### config.mk
export PLATFORM = sky130hd
export DESIGN_NAME = aixh_mxc_left_qtile_iscell
export DESIGN_NICKNAME = d
export VERILOG_FILES = /design/src/rtl/aixh_mxc_left_qtile_iscell.sv
export SDC_FILE = /design/constraint.sdc
export NUM_CORES = 1
export LEC_CHECK = 0
export CORE_UTILIZATION = 35
export CTS_CLUSTER_SIZE = 12
export DETAILED_ROUTE_END_ITERATION = 8
export HOLD_SLACK_MARGIN = 0.03
export PLACE_DENSITY = 0.55
export SLEW_MARGIN = 10
export SYNTH_ARGS = -nofsm -noshare
export SYNTH_HDL_FRONTEND = slang
export SYNTH_SLANG_ARGS = --single-unit
### constraint.sdc
create_clock -name aixh_core_clk -period 2.9 [get_ports aixh_core_clk]
set_input_delay 0.58 -clock aixh_core_clk [delete_from_list [all_inputs] [get_ports aixh_core_clk]]
set_output_delay 0.58 -clock aixh_core_clk [all_outputs]
set_load 0.02 [all_outputs]
### src/rtl/aixh_mxc_left_qtile_iscell.sv
// Input-side cell of the MxConv left queue tile: a small FIFO feeds a hold-aware skew
// pipe that delays each row word by SKEW_DEPTH cycles before the horizontal write port.
module aixh_mxc_left_qtile_iscell #(
    parameter int DWIDTH     = 16,
    parameter int SKEW_DEPTH = 1,
    parameter int FIFO_DEPTH = 4
) (
    input  logic                          aixh_core_clk,
    input  logic                          aixh_core_rst,
    input  logic                          i_valid,
    output logic                          o_ready,
    input  logic [DWIDTH-1:0]             i_data,
    input  logic                          i_last,
    input  logic                          i_flush,
    input  logic                          i_hold,
    output logic                          o_wenable,
    output logic [DWIDTH-1:0]             o_wdata,
    output logic                          o_wlast,
    output logic                          o_done,
    output logic [$clog2(FIFO_DEPTH):0]   o_level,
    output logic                          o_idle
);

    localparam int PW = $clog2(FIFO_DEPTH);
    localparam int LW = PW + 1;

    logic [DWIDTH:0]       mem [FIFO_DEPTH];
    logic [PW-1:0]         wr_ptr;
    logic [PW-1:0]         rd_ptr;
    logic [LW-1:0]         level;
    logic                  done_q;

    logic [SKEW_DEPTH-1:0] stg_valid;
    logic [SKEW_DEPTH-1:0] stg_last;
    logic [DWIDTH-1:0]     stg_data [SKEW_DEPTH];

    logic                  push;
    logic                  pop;
    logic [DWIDTH:0]       head;

    // Handshake: a word transfers on any rising edge where i_valid and o_ready are both high;
    // o_ready depends only on the registered level, so it never combinationally follows i_valid.
    assign o_ready = (level < LW'(FIFO_DEPTH));
    assign push    = i_valid & o_ready;
    assign pop     = (level != '0) & ~i_hold & ~i_flush;
    assign head    = mem[rd_ptr];

    always_ff @(posedge aixh_core_clk) begin
        if (aixh_core_rst) begin
            wr_ptr    <= '0;
            rd_ptr    <= '0;
            level     <= '0;
            stg_valid <= '0;
            done_q    <= 1'b0;
        end else begin
            // A last word that is flushed in the same cycle it is consumed does not report done.
            done_q <= stg_valid[SKEW_DEPTH-1] & stg_last[SKEW_DEPTH-1] & ~i_hold & ~i_flush;
            if (i_flush) begin
                wr_ptr    <= '0;
                rd_ptr    <= '0;
                level     <= '0;
                stg_valid <= '0;
            end else begin
                if (push) begin
                    wr_ptr <= wr_ptr + 1'b1;
                end
                if (pop) begin
                    rd_ptr <= rd_ptr + 1'b1;
                end
                unique case ({push, pop})
                    2'b10:   level <= level + 1'b1;
                    2'b01:   level <= level - 1'b1;
                    default: level <= level;
                endcase
                if (!i_hold) begin
                    for (int k = 1; k < SKEW_DEPTH; k++) begin
                        stg_valid[k] <= stg_valid[k-1];
                    end
                    stg_valid[0] <= pop;
                end
            end
        end
    end

    // Payload registers carry no reset; their validity is tracked by stg_valid and level.
    always_ff @(posedge aixh_core_clk) begin
        if (push && !i_flush) begin
            mem[wr_ptr] <= {i_last, i_data};
        end
        if (!i_hold) begin
            for (int k = 1; k < SKEW_DEPTH; k++) begin
                stg_data[k] <= stg_data[k-1];
                stg_last[k] <= stg_last[k-1];
            end
            stg_data[0] <= head[DWIDTH-1:0];
            stg_last[0] <= head[DWIDTH];
        end
    end

    assign o_wenable = stg_valid[SKEW_DEPTH-1];
    assign o_wdata   = stg_data[SKEW_DEPTH-1];
    assign o_wlast   = stg_valid[SKEW_DEPTH-1] & stg_last[SKEW_DEPTH-1];
    assign o_done    = done_q;
    assign o_level   = level;
    assign o_idle    = (level == '0) & ~|stg_valid;

endmodule

# Word-level counts from Yosys, hierarchy flattened
# Memory sizes are Yosys's and may differ from the RTL's. A register that Yosys moved wholly into a read port is not among the register bits.
# Cells that the tools add are included.
# W data, S select, Z words.
# totals
inputBits	22
word_cells	37
mem_bits_rw	84
n_memories	2
regBits	10
# classes
muxes	6
magnitude_cmp	1
bitwise_logic	9
n_addsub	4
reduce_logical	7
n_eq_ne	2
# memory_table
memory	depth	word_bits	read_ports	rd_ports_with_merged_regs	wr	line_no	text
mem	4	17	1	1	1	27	logic [DWIDTH:0] mem [FIFO_DEPTH];
stg_data	1	16	1	0	1	35	logic [DWIDTH-1:0] stg_data [SKEW_DEPTH];
# ops
operator	count
$and A1 B1 Y1	7
$pmux W3 S2	1
$add A2 B1 Y2 const B	2
$mux W2	2
$add A3 B1 Y3 const B	1
$logic_not A3 Y1	1
$lt A3 B3 Y1 const B	1
$mux W1	3
$reduce_bool A3 Y1	1
$sub A3 B1 Y3 const B	1
$eq A2 B1 Y1 const B	1
$eq A2 B2 Y1 const B	1
$logic_not A1 Y1	2
$not A1 Y1	2
$reduce_bool A2 Y1	1
$reduce_or A2 Y1	1
$logic_and A1 B1 Y1	1

# Longest topological paths before layout
# Gate-level depths: netlist (run 1).
# logic_depth
depth_word	5
ltp_mapped	9

# Least setup slack after synthesis (run 1)
# Ideal clock, no wire load.
# synth_timing
path_type	register to register
startpoint	register level[2] (netlist: o_level[2])
endpoint	register level[2] (netlist: o_level[2])
period_less_slack_ns	2.227
required_ns	2.830
stages_incl_launch_ff	10
n_path_buf	0
path_slack_ns	0.673
setup_time_ns	0.070
arrival_ns	2.156
path_cell_list	dfxtp_1 > nor3_1 > or2_2 > nor2_1 > ha_1 > inv_1 > fa_1 > xor2_1 > or3_1 > a21oi_1
# synth_via
elab_chain_cells	5
word_cells_on_any_way	11
classes_between	add/sub (2); order compare (1); eq/ne (2); mux (1); bitwise (3); reduce/logical (2)
# synth_rtl
item	line_no	text
start, declared	30	logic [LW-1:0] level;
start signal, assigned	71	2'b10: level <= level + 1'b1;
start signal, assigned	72	2'b01: level <= level - 1'b1;
start signal, assigned	73	default: level <= level;
$reduce_bool A3 Y1 (*)	45	assign pop = (level != '0) & ~i_hold & ~i_flush;
$and A1 B1 Y1 (*) (2 in series)	45	
net pop	38	logic pop;
$eq A2 B1 Y1 / $eq A2 B2 Y1 (equally long branches)	70	unique case ({push, pop})
$pmux W3 S2 / $reduce_bool A2 Y1 (equally long branches)	--	
# Mark *: on every way through the listed nets, which the timed path passes. The rest lies on a longest branch.
# A chain may end at the register's enable or synchronous reset.

# Final worst setup path (run 1)
# layout_timing
startpoint	input port i_hold
endpoint	register level[2] (netlist: o_level[2])
# layout_via
elab_chain_cells	5
word_cells_on_any_way	7
classes_between	eq/ne (2); mux (1); bitwise (3); reduce/logical (1)
# layout_rtl
item	line_no	text
start, declared	15	input logic i_hold,
$not A1 Y1 (*)	45	
$and A1 B1 Y1 (*) (2 in series)	45	
net pop	38	
$eq A2 B1 Y1 / $eq A2 B2 Y1 (equally long branches)	70	
$pmux W3 S2 / $reduce_bool A2 Y1 (equally long branches)	--	
# Marked as above.

==> results.json, run 1 <==
{
  "clock_latency_ns": 0.34,
  "yosys.area_share.simple_pct": 3.67,
  "cts_buffer_depth": 2,
  "std_cell_rows": 36,
  "tns_ns": 0,
  "status": "complete, no violations",
  "yosys_register_bits": 96,
  "dp_slack_ns": 0.143,
  "p_int_mw": 1.93,
  "tightest_slew_ns": 0.382,
  "synth_compound_area_share_pct": 1.41,
  "synthXorXnorAreaFrac_pct": 0.741,
  "total_power_mw": 2.46,
  "postSynthAreaPerCell_um2": 20.9,
  "arrival_ns": 2.68,
  "antenna_found_initial": 0,
  "end_kind": "register",
  "finalCritPeriodShare_pct": 83.1,
  "final_common_cell": "edfxtp_1",
  "gp_congestion": 0.739,
  "worstPathRequired_ns": 3.17,
  "finalNonFillerCells": 369,
  "num_vias": 1658,
  "fillers": 865,
  "first_global_vias": 1700,
  "drt-pass1-iter-count": 4,
  "grt_max_degree": 19,
  "swShare_pct": 21.7,
  "dieArea_um2": 10500,
  "drive_gt1_share_pct": 16.1,
  "hold_violations": 0,
  "fp.dieW_um": 103,
  "syn2layout_area_growth_pct": 23.2,
  "min_to": "rd_ptr[1]",
  "viasPerCell": 4.49,
  "clock-sinks": 96,
  "finalNetCount": 260,
  "p_clk_share_pct": 30.9,
  "htree_levels": 3,
  "postCtsSetupBuffers": 0,
  "synth_mux_area_share_pct": 11.5,
  "final_max_slew_viol_count": 0,
  "cts_tree": "done",
  "final_cell_mix": "85 x edfxtp_1, 45 x clkdlybuf4s50_1, 11 x dfxtp_1, 11 x buf_4, 10 x mux4_2",
  "p_seq_share_pct": 62.9,
  "crit_path_max_fanout": 6,
  "whs_path_depth": 2,
  "post_cts_resized": 0,
  "port_buffers": 45,
  "p_per_area_nw_per_um2": 563,
  "postCtsHoldBufs": 0,
  "dp_hpwl_mm": 3.67,
  "synthesis.nets": 198,
  "ant_nets": 0,
  "fp.coreArea_um2": 9770,
  "globalRouteTotalUtil_pct": 12.1,
  "routedWlPerCell_um": 15.7,
  "dr.first_iter.drc_count": 59,
  "ios": 46,
  "ys_warn_count": 0,
  "hold_class": "register to register",
  "initial_core_util_pct": 36.3,
  "min-delay-start": "rd_ptr[1]",
  "max_freq_ghz": 0.415,
  "synthAdderAreaFrac_pct": 2.33,
  "p_sw_uw": 535,
  "die_h_um": 103,
  "skew_ns": 0.00915,
  "grt-ovfl-total": 0,
  "synth_top_family_by_area": "multiplexers",
  "syn_area_um2": 3550,
  "syn_inst": 170,
  "fin_util_pct": 44.7,
  "worst_setup_path_start_kind": "primary input",
  "drcViolationCount": 0,
  "grt_pass1_wl_mm": 8.95,
  "clk_pin_slew_worst_paths_ns": 0.09,
  "routed_wl_mm": 5.79,
  "rrSetupSlack_ns": 0.63,
  "r2r_end": "o_level[2]",
  "post-route-min-period_ns": 2.41,
  "reg2regPathDepth": 9,
  "setup_viol": 0,
  "crit_type": "primary input to register",
  "dp.cells": 354,
  "reg2reg_from": "o_level[2]",
  "ys_types": 25,
  "ys_seq_area_share_pct": 78.2,
  "combPwrFrac_pct": 6.2,
  "cts_inserted_buffers": 9,
  "maxCapViolCount": 0,
  "relSlewSlack_pct": 74.3,
  "ir_drop_v": 0.000185,
  "p_leak_nw": 1.41,
  "rsz0062_at_grt": "false",
  "fin_ws_ns": 0.489,
  "num_antenna_cells": 0,
  "root_buffer": "clkbuf_8"
}
==> worst max-delay path: stages <==
cell	delay (ns)
clkdlybuf4s50_1	0.47
or2_2	0.33
nor2_1	0.10
ha_1	0.18
inv_1	0.06
fa_1	0.37
xor2_1	0.16
or3_1	0.30
a21oi_1	0.14
==> metrics by stage <==
stage,instance area (um^2),hold WS (ns)
2_1_floorplan,3550,0.459
3_3_place_gp,4200,0.482
3_5_place_dp,4200,0.488
4_1_cts,4370,0.501
5_1_grt,4370,0.522
6_report,4370,0.499
==> cells in the mapped netlist <==
cell	count	share of area [%]
xor2_1	2	0.49
edfxtp_1	85	72
nor2b_1	1	0.18
clkbuf_1	1	0.11
fa_1	1	0.56
nand2_1	3	0.32
a21oi_1	7	0.99
ha_1	5	1.8
or2_2	2	0.35
nor3_1	1	0.14
nor2_1	7	0.74
mux4_2	10	6.4
buf_2	2	0.28
and2_1	5	0.88
dfxtp_1	11	6.2
or3_1	3	0.53
inv_1	8	0.85
and3_1	1	0.18
buf_6	1	0.32
nand2b_1	1	0.18
o21ai_0	3	0.42
buf_12	1	0.56
xnor2_1	1	0.25
nor4_1	1	0.18
mux4_1	7	5.2
==> worst max-delay path by stage <==
| stage | depth (start not counted) | start | end |
|---|---|---|---|
| after detailed placement | 9 | i_hold | o_level[2] |
| after global placement | 9 | i_hold | o_level[2] |
| after CTS | 9 | i_hold | o_level[2] |
| after global routing | 9 | i_hold | o_level[2] |
| after floorplan | 9 | o_level[2] | o_level[2] |
| final | 9 | i_hold | o_level[2] |
==> layer usage <==
| layer | wire, um | track usage [%] | share of wire (%) |
|---|---|---|---|
| met1 | 2650 | 15.3 | 46 |
| met5 | 0 | 0 | 0 |
| met4 | 63 | 6.59 | 1.1 |
| met3 | 243 | 2.78 | 4.2 |
| met2 | 2840 | 19.4 | 49 |
==> registers in the layout, summed over array words and instances, names as in the netlist, named ones only <==
register   flops
rd_ptr         2
o_done         1
stg_data      16
o_wenable      1
mem           68
o_level        3
wr_ptr         2
stg_last       1
==> power by group through the flow <==
| stage | combinational, mW | sequential [mW] | clock [mW] |
|---|---|---|---|
| floorplan | 0.0511 | 1.60 | 0 |
| global route | 0.166 | 1.55 | 0.840 |
| detailed placement | 0.156 | 1.58 | 0 |
| global placement | 0.154 | 1.58 | 0 |
| CTS | 0.156 | 1.55 | 0.790 |
| finish | 0.153 | 1.55 | 0.760 |
==> layout make-up <==
cell class | count | area [um^2] | share of cell area (%)
clock buffer | 9 | 124 | 2.84
clock inverter | 6 | 45.0 | 1.03
inverter | 8 | 30.0 | 0.687
multi-input combinational | 61 | 698 | 16.0
sequential | 96 | 2770 | 63.5
tap | 133 | 166 | 3.81
timing repair buffer | 56 | 533 | 12.2
==> kinds of logic (layout without fill, tap and decap cells) <==
kind of cell / count (synthesis) / after routing
simple gates: 25 / 25
fa+ha+maj: 6 / 6
flops: 96 / 96
mux: 17 / 17
compound gates: 10 / 10
xor+xnor: 3 / 3
buf+inv: 13 / 79
(Power assumes the default switching activity.)
==> run 2, diff against run 1 <==
PLACE_DENSITY = 0.57   (was 0.55)
clock period = 2 ns   (was 2.9 ns; I/O delays follow)
==> run 2 against run 1 <==
Effect of this change:
- non-clock buffer count up 6
- die area stayed put
- global-route usage up 0.21 points
- via count grew 4.1%
- sequential power is 45% higher
- clock skew is 0.0024 ns higher
- count of clock-buffer cells in the layout up 1
- register-to-register slack worse by 0.62 ns
- sequential share of layout area fell by 2.3 points
- cell area grew 4.3%
- routed wire length is 3.6% higher
- critical path type is now register to register
- largest cell class unchanged
- highest routed layer unchanged
==> results.json, run 2 (same netlist as run 1, synthesis figures left out) <==
{
  "r2r_end": "o_level[2]",
  "std_cell_rows": 36,
  "ios": 46,
  "cts_buffer_depth": 2,
  "min_to": "o_wenable",
  "ir_drop_v": 0.000320,
  "arrival_ns": 2.28,
  "crit_path_max_fanout": 5,
  "htree_levels": 3,
  "first_global_vias": 1770,
  "finalNetCount": 266,
  "globalRouteTotalUtil_pct": 12.3,
  "finalInstanceArea_um2": 4560,
  "crit_slowest_cell": "dfxtp_4",
  "hold_class": "primary input to register",
  "setup_viol": 0,
  "hold_violations": 0,
  "antenna_found_initial": 0,
  "num_vias": 1726,
  "clock_latency_ns": 0.35,
  "gp_congestion": 0.752,
  "dieArea_um2": 10500,
  "fp.coreArea_um2": 9770,
  "port_buffers": 45,
  "post-route-min-period_ns": 1.99,
  "worstPathRequired_ns": 2.29,
  "p_leak_nw": 1.49,
  "drcViolationCount": 0,
  "cts_tree": "done",
  "crit_type": "register to register",
  "viasPerCell": 4.59,
  "clk_pin_slew_worst_paths_ns": 0.09,
  "max_freq_ghz": 0.502,
  "die_h_um": 103,
  "worst_path_largest_cell_delay_ns": 0.38,
  "final_cell_mix": "85 x edfxtp_1, 43 x clkdlybuf4s50_1, 11 x buf_4, 10 x mux4_2, 9 x clkbuf_8",
  "cts_inserted_buffers": 9,
  "skew_ns": 0.0115,
  "syn2layout_area_growth_pct": 28.5,
  "maxCapViolCount": 0,
  "fp.dieW_um": 103,
  "largest_register_ffs": 68,
  "ant_nets": 0,
  "root_buffer": "clkbuf_8",
  "reg2reg_from": "o_level[0]",
  "top_register": "mem",
  "routedWlPerCell_um": 15.9,
  "place_area_um2": 4340,
  "rrSetupSlack_ns": 0.01,
  "dr.first_iter.drc_count": 43,
  "critPathBufInv": 1,
  "whs_path_depth": 3,
  "clock-sinks": 96,
  "dp_hpwl_mm": 3.78,
  "num_antenna_cells": 0,
  "p_clk_share_pct": 33.7,
  "p_sw_uw": 799,
  "finalCritPeriodShare_pct": 99.5,
  "drt-pass1-iter-count": 4,
  "postCtsHoldBufs": 0,
  "swShare_pct": 21.3,
  "initial_core_util_pct": 36.3,
  "final_max_slew_viol_count": 0,
  "p_per_area_nw_per_um2": 824,
  "rsz0062_at_grt": "true",
  "min-delay-start": "i_hold",
  "grt_max_degree": 19,
  "crit_path_cell_trace": "nor3_4 -> or2_4 -> nor2_2 -> ha_2 -> inv_2 -> fa_2 -> xor2_1 -> or3_1 -> a21oi_2",
  "end_kind": "register",
  "tns_ns": 0,
  "drive_gt1_share_pct": 21.8,
  "grt-ovfl-total": 0,
  "p_int_mw": 2.95,
  "relSlewSlack_pct": 82.7,
  "grt_pass1_wl_mm": 9.13,
  "p_seq_share_pct": 59.8,
  "routed_wl_mm": 6.00,
  "tightest_slew_ns": 0.259,
  "final_common_cell": "edfxtp_1",
  "cp_top_family": "simple AND/OR/NAND/NOR gates",
  "reg2regPathDepth": 9,
  "fillers": 838,
  "worst_setup_path_start_kind": "register",
  "status": "complete, no violations",
  "combPwrFrac_pct": 6.6
}
-- run 2: cell types whose count changed in the layout (fill, tap and decap cells not counted), sizes merged --
cell           change
buf                +6
clkbuf             +1
clkinv             -2
dlygate4sd2        +2
clkdlybuf4s50      -2
inv                +2
bufinv             +1
clkinvlp           -1
-- run 2: final cells by class --
type / count / area (um^2) / area share, %
sequential: 96 / 2780 / 61.1
multi-input combinational: 61 / 723 / 15.9
timing repair buffer: 62 / 651 / 14.3
tap: 133 / 166 / 3.65
clock buffer: 10 / 128 / 2.80
clock inverter: 6 / 73.8 / 1.62
inverter: 8 / 30.0 / 0.659
-- run 2: metal layers --
metal	up-vias	share of wire [%]	global-route usage, %
li1	803	-	-
met1	880	44	15.2
met2	36	51	20.4
met3	7	3.9	3.46
met4	0	1.2	5.27
met5	-	0	0
-- run 2: repair_timing --
item,4_1_cts,5_1_grt
endpoints found under the hold margin,0,0
gates cloned,0,0
buffers inserted,1,0
gates resized for setup,3,1
pin swaps,1,0
endpoints found under the setup margin,2,1
-- run 2: how the worst max path moves through the flow --
stage	startpoint	end	slack, ns	cells past startpoint
finish	o_level[0]	o_level[2]	0.01	9
global route	o_level[0]	o_level[2]	-0.06	9
CTS	o_level[0]	o_level[2]	0.02	9
detailed placement	i_hold	o_level[2]	-0.44	9
global placement	i_hold	o_level[2]	-0.41	9
floorplan	o_level[0]	o_level[2]	0.02	9
-- run 2: tightest hold or removal path, cell delays in order --
cell and delay (ns):
dlygate4sd2_1 0.22, or2_4 0.13, a21oi_1 0.05
-- run 2: power groups by stage --
stage | clock, mW | sequential [mW] | combinational, mW
2_1_floorplan | 0 | 2.31 | 0.0777
4_1_cts | 1.31 | 2.24 | 0.250
6_report | 1.26 | 2.24 | 0.246
3_5_place_dp | 0 | 2.29 | 0.250
5_1_grt | 1.38 | 2.25 | 0.267
3_3_place_gp | 0 | 2.29 | 0.246
-- run 2: metrics by stage --
step	utilization (%)	instances	setup slack [ns]	total power [mW]	hold slack, ns
floorplan	-	170	0.0225	2.39	0.459
global placement	44.4	359	-0.412	2.53	0.475
global route	46.6	376	-0.0586	3.89	0.512
CTS	46.6	376	0.0223	3.80	0.485
finish	46.6	376	0.00977	3.75	0.499
detailed placement	44.4	359	-0.443	2.54	0.493
==> run 3, diff against run 2 <==
TNS_END_PERCENT = 30   (was not set)
==> run 3 against run 2 <==
Effect of this change:
- count of clock-buffer cells in the layout is the same
- critical path depth is the same
- final cell count is the same
- non-clock buffer count is the same
- highest routed layer unchanged
- sequential power is essentially flat
- cell area is the same
- worst hold slack is essentially flat
- maximum frequency is essentially flat
==> results.json, run 3 (same netlist as run 1, synthesis figures left out) <==
{
  "dieArea_um2": 10500,
  "hold_class": "primary input to register",
  "fillers": 839,
  "crit_type": "register to register",
  "initial_core_util_pct": 36.3,
  "crit_path_max_fanout": 5,
  "worstPathRequired_ns": 2.29,
  "multi_input_area_um2": 723,
  "globalRouteTotalUtil_pct": 12.3,
  "hold_violations": 0,
  "reg2reg_from": "o_level[0]",
  "maxCapViolCount": 0,
  "largest_register_ffs": 68,
  "syn2layout_area_growth_pct": 28.5,
  "antenna_found_initial": 0,
  "max_freq_ghz": 0.503,
  "relSlewSlack_pct": 82.8,
  "cts_tree": "done",
  "crit_slowest_cell": "dfxtp_4",
  "fp.coreArea_um2": 9770,
  "grt-ovfl-total": 0,
  "std_cell_rows": 36,
  "final_max_slew_viol_count": 0,
  "p_seq_share_pct": 59.8,
  "first_global_vias": 1760,
  "r2r_end": "o_level[2]",
  "status": "complete, no violations",
  "end_kind": "register",
  "p_clk_share_pct": 33.7,
  "p_int_mw": 2.95,
  "finalNetCount": 266,
  "final_cell_mix": "85 x edfxtp_1, 43 x clkdlybuf4s50_1, 11 x buf_4, 10 x mux4_2, 9 x clkbuf_8",
  "top_register": "mem",
  "reg2regPathDepth": 9,
  "ios": 46,
  "rsz0062_at_grt": "true",
  "cp.depth": 9,
  "dp_hpwl_mm": 3.78,
  "finalNonFillerCells": 376,
  "tightest_slew_ns": 0.259,
  "viasPerCell": 4.57,
  "cts_buffer_depth": 2,
  "critPathBufInv": 1,
  "grt_pass1_wl_mm": 9.10,
  "seq_area_um2": 2780,
  "drt-pass1-iter-count": 4,
  "cts_inserted_buffers": 9,
  "num_vias": 1719,
  "gp_congestion": 0.752,
  "postCtsHoldBufs": 0,
  "post-route-min-period_ns": 1.99,
  "crit_path_cell_trace": "nor3_4 -> or2_4 -> nor2_2 -> ha_2 -> inv_2 -> fa_2 -> xor2_1 -> or3_1 -> a21oi_2",
  "port_buffers": 45,
  "htree_levels": 3,
  "worst_setup_path_start_kind": "register",
  "rrSetupSlack_ns": 0.01,
  "setup_viol": 0,
  "drive_gt1_share_pct": 21.8,
  "routedWlPerCell_um": 15.9,
  "clock-sinks": 96,
  "ir_drop_v": 0.000319,
  "combPwrFrac_pct": 6.6,
  "fp.dieW_um": 103,
  "ant_nets": 0,
  "drcViolationCount": 0,
  "root_buffer": "clkbuf_8",
  "clock_latency_ns": 0.35,
  "final_common_cell": "edfxtp_1",
  "routed_wl_mm": 5.99,
  "worst_path_largest_cell_delay_ns": 0.38,
  "arrival_ns": 2.28,
  "skew_ns": 0.0112,
  "dp.cells": 359,
  "tns_ns": 0,
  "clk_pin_slew_worst_paths_ns": 0.09,
  "cp-endpoint": "o_level[2]",
  "finalCritPeriodShare_pct": 99.5,
  "p_per_area_nw_per_um2": 824,
  "dr.first_iter.drc_count": 49,
  "cp-startpoint": "o_level[0]",
  "num_antenna_cells": 0,
  "p_leak_nw": 1.49,
  "p_sw_uw": 799,
  "grt_max_degree": 19,
  "cp_top_family": "simple AND/OR/NAND/NOR gates",
  "swShare_pct": 21.3,
  "die_h_um": 103
}
run 3: cell counts in the layout (fill, tap and decap cells not counted):
No cell type changed its count.
run 3: power by group through the flow:
stage / Clock (mW) / Sequential, mW / Combinational (mW)
finish: 1.26 / 2.24 / 0.246
floorplan: 0 / 2.31 / 0.0777
global route: 1.38 / 2.25 / 0.267
CTS: 1.31 / 2.24 / 0.250
detailed placement: 0 / 2.29 / 0.250
global placement: 0 / 2.29 / 0.246
run 3: layer usage:
| metal | wire length [um] | GRT usage (%) | vias to the layer above |
|---|---|---|---|
| li1 | - | - | 803 |
| met1 | 2600 | 15.2 | 874 |
| met4 | 71 | 5.27 | 0 |
| met5 | 0 | 0 | - |
| met3 | 235 | 3.46 | 7 |
| met2 | 3080 | 20.3 | 35 |
run 3: worst min-delay path, delay by kind of cell:
kind                   cells  cell delay, ns
and+or+nand+nor            1            0.13
AOI/OAI and AO/OA          1            0.05
buffers and inverters      1            0.22
run 3: repair_timing:
item	4_1_cts	5_1_grt
resized for setup	3	1
buffers inserted	0	1
endpoints found under the setup margin	2	1
pin swaps	1	0
run 3: area by class of cell:
class                   instances  share of cell area, %
inverters                       8                  0.659
flip-flops and latches         96                   61.1
clock buffers                  10                   2.80
clock inverters                 6                   1.62
multi-input cells              61                   15.9
well taps                     133                   3.65
repair buffers                 62                   14.3
run 3: worst min path at each step:
stage	from	to	slack (ns)	cells after the start
4_1_cts	i_hold	o_wenable	0.48	3
3_3_place_gp	rd_ptr[1]	rd_ptr[1]	0.48	2
2_1_floorplan	rd_ptr[1]	register	0.46	2
6_report	i_hold	o_wenable	0.50	3
3_5_place_dp	rd_ptr[1]	rd_ptr[1]	0.49	2
5_1_grt	i_hold	o_wenable	0.51	3
run 3: through the flow:
stage	setup slack, ns	utilization (%)	hold WS [ns]	total power, mW	cell area, um^2
after floorplan	0.0225	-	0.459	2.39	3580
after global placement	-0.412	44.4	0.475	2.53	4340
after detailed placement	-0.443	44.4	0.493	2.54	4340
after CTS	0.0139	46.5	0.485	3.80	4540
after global routing	-0.0593	46.6	0.512	3.89	4560
final	0.0101	46.6	0.499	3.75	4560
